==> src/rtl/pc_counter_pkg.sv <==
// Shared definitions for the program counter: default width and
// control-state encoding exposed for debug visibility.
package pc_counter_pkg;

    localparam int unsigned PC_WIDTH = 16;

    localparam logic [1:0] ST_RESET = 2'd0;
    localparam logic [1:0] ST_LOAD  = 2'd1;
    localparam logic [1:0] ST_INC   = 2'd2;
    localparam logic [1:0] ST_HOLD  = 2'd3;

endpackage

==> src/rtl/pc_counter_inc_n.sv <==
// Ripple incrementer built from nand-only half-adder cells; the carry
// into bit 0 is tied high, so carry_out flags an all-ones input.
module inc_n #(
    parameter int WIDTH = 16
) (
    input  logic [WIDTH-1:0] a,
    output logic [WIDTH-1:0] sum,
    output logic             carry_out
);

    logic [WIDTH:0] c;

    assign c[0] = 1'b1;

    for (genvar i = 0; i < WIDTH; i++) begin : g_ha
        logic n1;
        logic n2;
        logic n3;
        // and = nand(nand), xor = classic four-nand network
        assign n1     = ~(a[i] & c[i]);
        assign c[i+1] = ~(n1 & n1);
        assign n2     = ~(a[i] & n1);
        assign n3     = ~(c[i] & n1);
        assign sum[i] = ~(n2 & n3);
    end

    assign carry_out = c[WIDTH];

endmodule

==> src/rtl/pc_counter.sv <==
// Program counter: clear / load / increment / hold with a registered
// one-cycle wrap pulse on increment from all-ones.
module pc_counter
    import pc_counter_pkg::*;
#(
    parameter int WIDTH = PC_WIDTH
) (
    input  logic             clk,
    input  logic             reset,
    input  logic [WIDTH-1:0] in,
    input  logic             load,
    input  logic             inc,
    output logic [WIDTH-1:0] out,
    output logic             wrap
);

    logic [WIDTH-1:0] out_q;
    logic [WIDTH-1:0] out_d;
    logic [WIDTH-1:0] inc_sum;
    logic             inc_carry;
    logic             wrap_q;
    logic             wrap_d;
    logic [1:0]       state;

    inc_n #(.WIDTH(WIDTH)) u_inc (
        .a         (out_q),
        .sum       (inc_sum),
        .carry_out (inc_carry)
    );

    // Several controls may be high at once; earlier arms win.
    always_comb begin
        state = ST_HOLD;
        priority case (1'b1)
            reset:   state = ST_RESET;
            load:    state = ST_LOAD;
            inc:     state = ST_INC;
            default: state = ST_HOLD;
        endcase
    end

    always_comb begin
        out_d  = out_q;
        wrap_d = 1'b0;
        case (state)
            ST_RESET: out_d = '0;
            ST_LOAD:  out_d = in;
            ST_INC: begin
                out_d  = inc_sum;
                wrap_d = inc_carry;
            end
            default:  out_d = out_q;
        endcase
    end

    always_ff @(posedge clk) begin
        out_q  <= out_d;
        wrap_q <= wrap_d;
    end

    assign out  = out_q;
    assign wrap = wrap_q;

endmodule

==> config.mk <==
export PLATFORM = sky130hd
export DESIGN_NAME = pc_counter
export DESIGN_NICKNAME = d
export VERILOG_FILES = /design/src/rtl/pc_counter_pkg.sv /design/src/rtl/pc_counter_inc_n.sv /design/src/rtl/pc_counter.sv
export SDC_FILE = /design/constraint.sdc
export NUM_CORES = 1
export LEC_CHECK = 0
export ABC_AREA = 1
export CAP_MARGIN = 20
export CORE_MARGIN = 1.5
export CORE_UTILIZATION = 58
export CTS_BUF_LIST = sky130_fd_sc_hd__clkbuf_8
export DETAILED_ROUTE_END_ITERATION = 8
export DONT_BUFFER_PORTS = 1
export GPL_TIMING_DRIVEN = 1
export HOLD_SLACK_MARGIN = 0.06
export PLACE_DENSITY = 0.74
export SLEW_MARGIN = 20
export SYNTH_ARGS = -nofsm -noshare
export SYNTH_HDL_FRONTEND = slang
export SYNTH_SLANG_ARGS = --single-unit
==> constraint.sdc <==
create_clock -name clk -period 9.6 [get_ports clk]
set_clock_uncertainty 0.15 [all_clocks]
set_input_delay 0.96 -clock clk [delete_from_list [all_inputs] [get_ports clk]]
set_output_delay 0.96 -clock clk [all_outputs]
set_load 0.005 [all_outputs]
==> run_results.csv, run 1 <==
group,metric,value,unit
outcome,status,"finished clean",
drt,detail-route-antenna-nets,0,
clocking,tritoncts,"yes",
synthesis,synth_fp_nets,129,
drt,route.final.wire_length,1571,µm
clocking,postCtsSetupRepairBufs,0,
worst_setup_path,total_buffers_and_inverters_traversed_by_the_critical_path,0,
timing,timing_max_transition_violations_final,0,
clocking,clock_tree.htree_level_count,1,
worst_setup_path,crit_arrival,3.62,ns
global_route,number_of_global_route_vias_before_repair,601,
cells_and_area,final_layout_size_suffix_gt1_share,8.421,%
worst_setup_path,worstSetupEndpointType,"flop",
drt,drt_iter0_drc,8,
timing,finalSetupViolations,0,
clocking,cts_resized,0,
clocking,clk-insertion-delay-late,0.25,ns
floorplan,rows,14,
pwr,max-vdd-ir-drop,0.1387,mV
cells_and_area,antenna_cells,0,
drt,post-route-drc-count,0,
clocking,clock_tree.buffer_depth,2,
pwr,power.leakage,0.5382,nW
worst_setup_path,criticalPathCategory,"reg2reg",
worst_setup_path,worstSetupStartpoint,"out[0]$_DFFE_PP_",
worst_setup_path,timing.reg2reg.setup_slack,5.84,ns
worst_setup_path,critical_path.endpoint,"out[15]$_DFFE_PP_",
floorplan,die-area,1954,µm²
synthesis,yosys.area_share.simple,25.54,%
timing,timing.hold.ws,0.5168,ns
synthesis,synth.distinct_cells,13,
drt,route.vias.total,619,
synthesis,synth_seq_area_share,50.83,%
floorplan,floorplan.initialDensity,63.88,%
synthesis,synthesis.area_per_instance,10.48,µm²
synthesis,synthAdderAreaFrac,19.06,%
floorplan,floorplan.core_area,1541,µm²
worst_setup_path,crit-reg2reg-launch,"out[0]$_DFFE_PP_",
synthesis,synth-xor-area-share,0,%
worst_setup_path,regToRegEndpoint,"out[15]$_DFFE_PP_",
drt,detailedRoute.firstPassIterationCount,4,
clocking,cts.hold.buffers_added,0,
pwr,power_per_cell_area,154.1,nW/µm²
placed_design,post-dp-hpwl,1110,µm
synthesis,ys_ff_latch,17,
clocking,cts.reportedPaths.clkPinSlew,0.06,ns
worst_setup_path,cp_num_cells,17,
timing,rsz0062_at_grt,"no",
global_route,grt_overflow,0,
timing,final_worst_path_cycle_share,39.14,%
min_path,min-delay-start,"out[15]$_DFFE_PP_",
global_route,grt_max_degree,18,
cells_and_area,nets,131,
timing,period_needed,3.757,ns
timing,timing_worst_slew_pin_value,0.7629,ns
clocking,cts.root.buffer_cell,"sky130_fd_sc_hd__clkbuf_8",
placed_design,portBuffers,0,
placed_design,finalWeightedCongestion,0.7512,
floorplan,die_h,44.21,µm
synthesis,muxShareOfSynthArea,0,%
worst_setup_path,max_stage_delay,0.43,ns
min_path,min-delay-path-class,"reg2reg",
global_route,grt_use_total,18.84,%
worst_setup_path,critPathSlowestCell,"sky130_fd_sc_hd__edfxtp_1",
worst_setup_path,startpoint_type,"flop",
timing,peak_clock_frequency_supported_by_timing,0.2662,GHz
worst_setup_path,critical-path-top-delay-family,"adder cells",
timing,fin_tns_setup,0,ns
worst_setup_path,worstPathCellList,"ha_1 -> ha_1 -> ha_1 -> ha_1 -> ha_1 -> ha_1 -> ha_1 -> ha_1 -> ha_1 -> ha_1 -> ha_1 -> ha_1 -> ha_1 -> ha_1 -> ha_1 -> nand3_1 -> nand2_1",
cells_and_area,area_growth,3.939,%
synthesis,synth_compound_gate_area_share,0,%
global_route,grt_first_pass_wirelength,2608,µm
flow_run,drv_cap,0,
clocking,cts_buffers,3,
drt,via_density_per_instance,5.577,
worst_setup_path,worst_path_most_repeated_cell,"sky130_fd_sc_hd__ha_1",
synthesis,synth_top_family_by_area,"simple AND/OR/NAND/NOR gates",
floorplan,floorplan.die.width,44.21,µm
synthesis,mappedNetlistArea,984.7,µm²
clocking,clkSinkCount,17,
drt,wire_per_inst,14.15,µm
synthesis,synth-warning-count,0,
worst_setup_path,cp_max_fo,3,
worst_setup_path,r2r_cells,17,
timing,report.final.hold_viol_count,0,
timing,max-slew-margin-rel,49.00,%
global_route,antenna_found_initial,0,
worst_setup_path,critical_path_required,9.46,ns
synthesis,syn_inst,94,
floorplan,pin_count,37,
cells_and_area,fill_cells,127,
[kinds of logic (layout without fill, tap and decap cells)]
group | count (synthesis) | after routing
adder cells (fa/ha/maj) | 15 | 15
flip-flops | 17 | 17
buffers and inverters | 8 | 9
AND/OR/NAND/NOR | 54 | 54
[metrics by stage]
| stage | utilization [%] | area [µm²] | worst slack, ns | total power, mW | instances |
|---|---|---|---|---|---|
| floorplan | - | 984.7 | 5.980 | 0.1054 | 94 |
| global placement | 63.47 | 978.4 | 5.866 | 0.1076 | 107 |
| detailed placement | 63.47 | 978.4 | 5.836 | 0.1081 | 107 |
| CTS | 66.40 | 1023 | 5.826 | 0.1605 | 111 |
| global route | 66.40 | 1023 | 5.642 | 0.1652 | 111 |
| finish | 66.40 | 1023 | 5.843 | 0.1577 | 111 |
[worst min-delay path by stage]
stage	end	slack, ns	cells past startpoint
finish	wrap$_SDFF_PP0_	0.52	3
global route	wrap$_SDFF_PP0_	0.57	3
CTS	wrap$_SDFF_PP0_	0.53	3
detailed placement	wrap$_SDFF_PP0_	0.51	3
global placement	wrap$_SDFF_PP0_	0.51	3
floorplan	wrap$_SDFF_PP0_	0.48	3
[cell type report]
cell class | count | area [µm²] | area share, %
inverter | 5 | 18.77 | 1.834
clock buffer | 3 | 41.29 | 4.034
multi-input combinational | 69 | 439.2 | 42.91
tap | 16 | 20.02 | 1.956
clock inverter | 1 | 3.754 | 0.3667
sequential | 17 | 500.5 | 48.90
[cell usage after synthesis (all sizes together)]
master,count,area (µm²)
nand2,34,135.1
ha,15,187.7
dfxtp,1,20.02
inv,5,18.76
edfxtp,16,480.5
buf,3,26.27
nand3,17,90.09
nor2,3,26.27
[flip-flops by register name (all words and copies together) (netlist names)]
register	cells
wrap	1
out	16
[power breakdown]
group          switching [mW]  total (mW)  internal (mW)
Clock                  0.0230      0.0514         0.0283
Combinational         0.00844      0.0131        0.00464
Sequential            0.00492      0.0932         0.0883
[routing by layer]
metal	share of wire, %	vias to the layer above	global-route usage (%)
li1	-	325	-
met5	0	-	0
met3	10	2	8.163
met4	1.1	0	9.091
met2	49	30	30.00
met1	40	262	21.77
[worst min-delay path: stages, from the launching register on]
cell,delay (ns)
sky130_fd_sc_hd__edfxtp_1,0.37
sky130_fd_sc_hd__ha_1,0.15
sky130_fd_sc_hd__inv_1,0.03
sky130_fd_sc_hd__nor2_1,0.08
[cells in the final DEF, fill, tap and decap left out]
cell	Yosys	final
sky130_fd_sc_hd__nand3_2	1	1
sky130_fd_sc_hd__ha_1	15	15
sky130_fd_sc_hd__nand2_4	1	1
sky130_fd_sc_hd__edfxtp_1	16	16
sky130_fd_sc_hd__inv_2	1	1
sky130_fd_sc_hd__nand3_1	16	16
sky130_fd_sc_hd__nor2_1	1	1
sky130_fd_sc_hd__clkbuf_8	0	3
sky130_fd_sc_hd__nor2_4	2	2
sky130_fd_sc_hd__dfxtp_1	1	1
sky130_fd_sc_hd__nand2_1	33	33
sky130_fd_sc_hd__inv_1	4	5
No activity file was read; power rests on OpenSTA's default activity.
==> inputs of run 2 (changes only) <==
--- a/config.mk
+++ b/config.mk
@@ -14,7 +14,7 @@
 export DONT_BUFFER_PORTS = 1
 export GPL_TIMING_DRIVEN = 1
 export HOLD_SLACK_MARGIN = 0.06
-export PLACE_DENSITY = 0.74
+export PLACE_DENSITY = 0.76
 export SLEW_MARGIN = 20
 export SYNTH_ARGS = -nofsm -noshare
 export SYNTH_HDL_FRONTEND = slang
==> constraint.sdc (replaced) <==
create_clock -name clk -period 3.3 [get_ports clk]
set_clock_uncertainty 0.15 [all_clocks]
set_input_delay 0.33 -clock clk [delete_from_list [all_inputs] [get_ports clk]]
set_output_delay 0.33 -clock clk [all_outputs]
set_load 0.005 [all_outputs]
==> run 2 against run 1 <==
Clock-buffer cell count did not move. Fmax rose by 13%. Core utilization rose by 15 points. Sequential cell count did not move. Worst setup slack got worse by 5.9 ns. Sequential share of layout area fell by 8.9 points. Die area did not move. Final cell count rose by 5.4%. The run now ends with negative setup slack left. Sequential power rose to 3.0 times the previous value.
==> run_results.csv, run 2 (synthesis results as in run 1) <==
group,metric,value,unit
floorplan,die_h,44.21,µm
timing,report.final.hold_viol_count,0,
timing,period_needed,3.339,ns
worst_setup_path,crit_arrival,3.20,ns
timing,final_worst_path_cycle_share,101.2,%
timing,fin_tns_setup,-0.03926,ns
cells_and_area,antenna_cells,0,
drt,top_layer_used,"met3",
worst_setup_path,crit-reg2reg-launch,"out[1]$_DFFE_PP_",
cells_and_area,final_cell_mix,"sky130_fd_sc_hd__nand2_1 (33), sky130_fd_sc_hd__edfxtp_1 (16), sky130_fd_sc_hd__nand3_1 (15), sky130_fd_sc_hd__ha_4 (14), sky130_fd_sc_hd__buf_4 (6)",
worst_setup_path,critical_path_required,3.16,ns
pwr,combinationalPowerShare,11.7,%
timing,rsz0062_at_grt,"yes",
pwr,power.leakage,0.5374,nW
floorplan,pin_count,37,
drt,route.vias.total,654,
pwr,p_sw_share,24.69,%
drt,wl_met2,919,µm
worst_setup_path,startpoint_type,"flop",
timing,timing_max_transition_violations_final,0,
clocking,tritoncts,"yes",
worst_setup_path,cp_max_fo,2,
pwr,design_power_total,487.3,µW
floorplan,floorplan.core_area,1541,µm²
floorplan,die-area,1954,µm²
global_route,grt_overflow,0,
timing,timing_worst_slew_pin_value,0.7802,ns
drt,via_density_per_instance,5.590,
pwr,sw_power,120.3,µW
placed_design,finalWeightedCongestion,0.6959,
floorplan,floorplan.die.width,44.21,µm
clocking,clk-insertion-delay-late,0.25,ns
cells_and_area,layout_commonest_cell,"sky130_fd_sc_hd__nand2_1",
worst_setup_path,worstSetupStartpoint,"out[1]$_DFFE_PP_",
drt,dr_wl_met3,151,µm
clocking,clkSinkCount,17,
pwr,power_per_cell_area,389.5,nW/µm²
drt,route.final.wire_length,1791,µm
clocking,cts.reportedPaths.clkPinSlew,0.07,ns
min_path,min-delay-path-class,"in2reg",
drt,detailedRoute.firstPassIterationCount,4,
global_route,grt_use_total,20.62,%
outcome,status,"complete, but fails checks",
pwr,max-vdd-ir-drop,0.2957,mV
drt,detail-route-antenna-nets,0,
drt,post-route-drc-count,0,
global_route,number_of_global_route_vias_before_repair,622,
timing,finalSetupViolations,1,
timing,peak_clock_frequency_supported_by_timing,0.2995,GHz
timing,worst_slack,-0.03926,ns
drt,drt_iter0_drc,6,
clocking,clock_tree.buffer_depth,2,
cells_and_area,area_growth,27.06,%
floorplan,floorplan.initialDensity,63.88,%
worst_setup_path,worstSetupEndpointType,"flop",
drt,wire_per_inst,15.31,µm
flow_run,drv_cap,0,
worst_setup_path,criticalPathCategory,"reg2reg",
pwr,intPower,367.0,µW
cells_and_area,largest_register_ff_count,16,
timing,max-slew-margin-rel,47.84,%
pwr,clkPwrFrac,31.2,%
outcome,violations,"negative setup slack",
placed_design,portBuffers,0,
clocking,cts.root.buffer_cell,"sky130_fd_sc_hd__clkbuf_8",
clocking,cts_buffers,3,
clocking,cts.hold.buffers_added,0,
cells_and_area,nets,137,
global_route,grt_first_pass_wirelength,2815,µm
min_path,min-delay-start,"in[9]",
cells_and_area,final_layout_size_suffix_gt1_share,29.70,%
clocking,clock_tree.htree_level_count,1,
global_route,grt_max_degree,18,
drt,wirelength_met1,720,µm
placed_design,detailedPlace.worstSlack,-0.04708,ns
global_route,antenna_found_initial,0,
cells_and_area,final_core_utilization,81.17,%
floorplan,rows,14,
pwr,seqPwrFrac,57.1,%
## run 2: cell count changes in the layout (fill, tap and decap cells not counted)
cell	before	now
sky130_fd_sc_hd__ha_4	0	14
sky130_fd_sc_hd__buf_4	0	6
sky130_fd_sc_hd__nand3_1	16	15
sky130_fd_sc_hd__nand3_2	1	2
sky130_fd_sc_hd__ha_1	15	0
sky130_fd_sc_hd__ha_2	0	1
## run 2: worst max-delay path, cell delays in order (launching register included)
cell,delay [ns]
sky130_fd_sc_hd__edfxtp_1,0.41
sky130_fd_sc_hd__ha_2,0.22
sky130_fd_sc_hd__ha_4,0.16
sky130_fd_sc_hd__ha_4,0.15
sky130_fd_sc_hd__ha_4,0.15
sky130_fd_sc_hd__ha_4,0.15
sky130_fd_sc_hd__ha_4,0.15
sky130_fd_sc_hd__ha_4,0.16
sky130_fd_sc_hd__ha_4,0.16
sky130_fd_sc_hd__ha_4,0.16
sky130_fd_sc_hd__ha_4,0.16
sky130_fd_sc_hd__ha_4,0.15
sky130_fd_sc_hd__ha_4,0.15
sky130_fd_sc_hd__ha_4,0.15
sky130_fd_sc_hd__ha_4,0.15
sky130_fd_sc_hd__ha_4,0.20
sky130_fd_sc_hd__nand3_2,0.05
sky130_fd_sc_hd__nand2_1,0.05
## run 2: what timing repair did
action                                  4_1_cts  5_1_grt
endpoints found under the setup margin        1        1
endpoints found under the hold margin         0        0
setup buffers                                 2        2
gates resized for setup                       2        0
pin swaps                                     2        1
## run 2: metrics by stage
step | instances | hold WS (ns) | instance area (µm²)
2_1_floorplan | 94 | 0.3657 | 1152
4_1_cts | 115 | 0.1110 | 1236
6_report | 117 | 0.1147 | 1251
3_5_place_dp | 109 | 0.3713 | 1161
3_3_place_gp | 109 | 0.3674 | 1161
5_1_grt | 117 | 0.1110 | 1251
## run 2: power by group through the flow
stage	Combinational [mW]	Clock, mW	Sequential, mW
final	0.0568	0.152	0.278
after floorplan	0.0386	0	0.279
after CTS	0.0538	0.155	0.278
after detailed placement	0.0487	0	0.283
after global placement	0.0473	0	0.282
after global routing	0.0681	0.165	0.281
## run 2: path summary, 6_finish.rpt
| path | slack (ns) | endpoint | cells past startpoint |
|---|---|---|---|
| max | -0.04 | out[15]$_DFFE_PP_ | 17 |
| min | 0.11 | out[9]$_DFFE_PP_ | 2 |
| max reg2reg | -0.04 | out[15]$_DFFE_PP_ | 17 |
| min reg2reg | 0.57 | wrap$_SDFF_PP0_ | 3 |
## run 2: cell type report
cell class	instances	area, µm²
Tap cell	16	20.02
Multi-Input combinational cell	69	621.8
Fill cell	99	290.3
Timing Repair Buffer	6	45.04
Clock buffer	3	41.29
Inverter	5	18.77
Clock inverter	1	3.754
Sequential cell	17	500.5
## run 2: layer usage
metal	global-route usage [%]	vias to the layer above
li1	-	337
met1	25.40	291
met2	34.41	26
met3	7.347	0
met4	5.455	0
met5	0	-
==> inputs of run 3 (changes only) <==
--- a/config.mk
+++ b/config.mk
@@ -18,4 +18,6 @@
 export SLEW_MARGIN = 20
 export SYNTH_ARGS = -nofsm -noshare
 export SYNTH_HDL_FRONTEND = slang
+export SYNTH_HIERARCHICAL = 1
 export SYNTH_SLANG_ARGS = --single-unit
+export TNS_END_PERCENT = 50
==> constraint.sdc (replaced) <==
create_clock -name clk -period 2.85 [get_ports clk]
set_clock_uncertainty 0.15 [all_clocks]
set_input_delay 0.285 -clock clk [delete_from_list [all_inputs] [get_ports clk]]
set_output_delay 0.285 -clock clk [all_outputs]
set_load 0.005 [all_outputs]
==> run 3 against run 2 <==
Global-route usage decreased by 0.45 points. The run still ends with negative setup slack left. Sequential cell count stayed put. Via count rose by 3.1%. Sequential share of layout area fell by 1.1 points. First-iteration DRC count increased by 83%. Fmax shrank 0.50%. Highest routed layer is now met4. Final cell count increased by 2.6%. Critical endpoint unchanged. Total power up 14%. Non-clock buffer count rose by 5. Synthesized area is 1.0% lower.
==> run_results.csv, run 3 <==
group,metric,value,unit
outcome,status,"complete, but fails checks",
outcome,violations,"negative setup slack",
drt,detailedRoute.firstPassIterationCount,4,
pwr,sw_power,130.2,µW
floorplan,floorplan.core_area,1541,µm²
drt,drt_iter0_drc,11,
synthesis,synth-xor-area-share,0,%
synthesis,synthAdderAreaFrac,19.26,%
timing,finalSetupViolations,5,
worst_setup_path,worstSetupEndpointType,"flop",
pwr,p_sw_share,23.40,%
pwr,design_power_total,556.6,µW
cells_and_area,nets,140,
synthesis,ys_ff_latch,17,
timing,period_needed,3.356,ns
global_route,grt_use_total,20.17,%
timing,final_worst_path_cycle_share,117.8,%
floorplan,pin_count,37,
floorplan,floorplan.initialDensity,63.23,%
cells_and_area,largest_register_ff_count,16,
pwr,power.leakage,0.5491,nW
drt,via_density_per_instance,5.617,
timing,report.final.hold_viol_count,0,
cells_and_area,layout_commonest_cell,"sky130_fd_sc_hd__nand2_1",
drt,route.final.wire_length,1812,µm
clocking,clk-insertion-delay-late,0.25,ns
flow_run,drv_cap,0,
synthesis,yosys.area_share.simple,24.26,%
clocking,tritoncts,"yes",
synthesis,syn_inst,93,
min_path,min-delay-path-class,"in2reg",
pwr,power_per_cell_area,432.7,nW/µm²
placed_design,dp_cell_count,112,
worst_setup_path,startpoint_type,"flop",
synthesis,synth_most_common_cell,"sky130_fd_sc_hd__nand2_1",
worst_setup_path,crit_arrival,3.21,ns
pwr,clkPwrFrac,31.6,%
synthesis,synth_largest_area_cell,"sky130_fd_sc_hd__edfxtp_1",
floorplan,floorplan.die.width,44.00,µm
global_route,grt_first_pass_wirelength,2815,µm
drt,post-route-drc-count,0,
pwr,max-vdd-ir-drop,0.3308,mV
cells_and_area,final_cell_mix,"sky130_fd_sc_hd__nand2_1 (33), sky130_fd_sc_hd__edfxtp_1 (16), sky130_fd_sc_hd__ha_4 (14), sky130_fd_sc_hd__nand3_1 (13), sky130_fd_sc_hd__buf_4 (10)",
cells_and_area,antenna_cells,0,
synthesis,synth_compound_gate_area_share,0,%
pwr,combinationalPowerShare,11.6,%
worst_setup_path,criticalPathCategory,"reg2reg",
clocking,clock_tree.htree_level_count,1,
synthesis,synth_ff_type,"sky130_fd_sc_hd__edfxtp_1",
synthesis,synth-warning-count,6,
pwr,intPower,426.3,µW
placed_design,post-dp-hpwl,1251,µm
timing,max-slew-margin-rel,54.21,%
global_route,grt_max_degree,19,
synthesis,ys_async_sr_fraction,0,%
synthesis,synthDominantCellAreaShare,49.29,%
drt,detail-route-antenna-nets,0,
clocking,cts_buffers,3,
drt,wire_per_inst,15.10,µm
timing,rsz0062_at_grt,"yes",
worst_setup_path,critical_path_required,2.71,ns
synthesis,synth.distinct_cells,13,
floorplan,die-area,1936,µm²
synthesis,mappedNetlistArea,974.7,µm²
synthesis,synthesis.area_per_instance,10.48,µm²
synthesis,muxShareOfSynthArea,0,%
global_route,antenna_found_initial,0,
cells_and_area,area_growth,31.96,%
cells_and_area,fill_cells,91,
synthesis,synth_common_cells,"sky130_fd_sc_hd__nand2_1 (33), sky130_fd_sc_hd__edfxtp_1 (16), sky130_fd_sc_hd__nand3_1 (16), sky130_fd_sc_hd__ha_1 (15), sky130_fd_sc_hd__inv_1 (3)",
pwr,seqPwrFrac,56.8,%
placed_design,portBuffers,0,
worst_setup_path,cp_max_fo,2,
synthesis,synth_fp_nets,128,
clocking,clock_tree.buffer_depth,2,
synthesis,synth_top_cells_by_area,"sky130_fd_sc_hd__edfxtp_1 (49%), sky130_fd_sc_hd__ha_1 (19%), sky130_fd_sc_hd__nand2_1 (13%)",
cells_and_area,final_layout_size_suffix_gt1_share,36.54,%
timing,peak_clock_frequency_supported_by_timing,0.2980,GHz
synthesis,synth_top_family_by_area,"simple AND/OR/NAND/NOR gates",
cells_and_area,fin_cells,120,
floorplan,die_h,44.00,µm
timing,worst_slack,-0.5061,ns
global_route,grt_overflow,0,
synthesis,synth_seq_area_share,51.35,%
floorplan,rows,14,
global_route,number_of_global_route_vias_before_repair,659,
timing,timing_max_transition_violations_final,0,
timing,timing_worst_slew_pin_value,0.6853,ns
drt,route.vias.total,674,
clocking,cts.reportedPaths.clkPinSlew,0.07,ns
synthesis,synth-edff-count,16,
clocking,clkSinkCount,17,
placed_design,finalWeightedCongestion,0.6883,
clocking,cts.root.buffer_cell,"sky130_fd_sc_hd__clkbuf_8",
[run 3: cell types whose count changed after synthesis, sizes merged]
cell	delta
inv	-1
nand3	-1
buf	+1
[run 3: area by class of cell]
class	count	area, µm²	share of cell area, %
sequential	17	500.5	38.91
timing repair buffer	11	85.08	6.615
clock buffer	3	41.29	3.210
tap	16	20.02	1.556
inverter	4	15.01	1.167
clock inverter	1	5.005	0.3891
multi-input combinational	68	619.3	48.15
[run 3: critical path: stages, from the launching register on]
cell and delay (ns):
sky130_fd_sc_hd__edfxtp_1 0.40, sky130_fd_sc_hd__ha_2 0.22, sky130_fd_sc_hd__ha_4 0.16, sky130_fd_sc_hd__ha_4 0.16, sky130_fd_sc_hd__ha_4 0.16, sky130_fd_sc_hd__ha_4 0.16
sky130_fd_sc_hd__ha_4 0.15, sky130_fd_sc_hd__ha_4 0.16, sky130_fd_sc_hd__ha_4 0.16, sky130_fd_sc_hd__ha_4 0.15, sky130_fd_sc_hd__ha_4 0.15, sky130_fd_sc_hd__ha_4 0.15
sky130_fd_sc_hd__ha_4 0.15, sky130_fd_sc_hd__ha_4 0.15, sky130_fd_sc_hd__ha_4 0.15, sky130_fd_sc_hd__ha_4 0.21, sky130_fd_sc_hd__nand3_2 0.07, sky130_fd_sc_hd__nand2_1 0.05
[run 3: logic make-up after synthesis]
family	Yosys count
fa+ha+maj	15
buf+inv	8
flops	17
simple gates	53
[run 3: power groups by stage]
stage          Combinational [mW]  Sequential [mW]  Clock [mW]
6_report                   0.0644            0.316       0.176
3_3_place_gp               0.0535            0.321           0
4_1_cts                    0.0628            0.316       0.181
5_1_grt                    0.0729            0.319       0.187
2_1_floorplan              0.0415            0.320           0
3_5_place_dp               0.0571            0.322           0
[run 3: metrics by stage]
stage | instance area, µm² | setup TNS, ns | hold WS (ns) | utilization [%] | worst slack, ns
4_1_cts | 1276 | -1.246 | 0.06484 | 82.79 | -0.4923
2_1_floorplan | 1162 | -1.008 | 0.2998 | - | -0.4234
3_5_place_dp | 1200 | -1.256 | 0.2651 | 77.84 | -0.4957
5_1_grt | 1286 | -1.581 | 0.06721 | 83.44 | -0.5532
6_report | 1286 | -1.302 | 0.06656 | 83.44 | -0.5061
3_3_place_gp | 1200 | -1.039 | 0.2691 | 77.84 | -0.4300
[run 3: worst paths after layout]
kind                                          end              start  cells after the start  slack [ns]
worst max register to register  out[15]$_DFFE_PP_   out[0]$_DFFE_PP_                     17       -0.51
worst min register to register    wrap$_SDFF_PP0_  out[15]$_DFFE_PP_                      3        0.52
worst min-delay path             out[4]$_DFFE_PP_              in[4]                      2        0.07
worst max-delay path            out[15]$_DFFE_PP_   out[0]$_DFFE_PP_                     17       -0.51
[run 3: repair_timing]
| action | in CTS | in global routing |
|---|---|---|
| setup buffers | 2 | 1 |
| setup endpoints to repair | 5 | 5 |
| pin swaps | 3 | 1 |
| hold buffers | 1 | 0 |
| hold endpoints to repair | 1 | 0 |
| resized for setup | 1 | 1 |
[run 3: per-layer routing]
metal | vias up | share of wire (%) | global-route usage [%]
li1 | 341 | - | -
met1 | 306 | 41 | 24.59
met2 | 25 | 53 | 35.59
met3 | 2 | 5.4 | 4.583
met4 | 0 | 0.88 | 5.455
met5 | - | 0 | 0
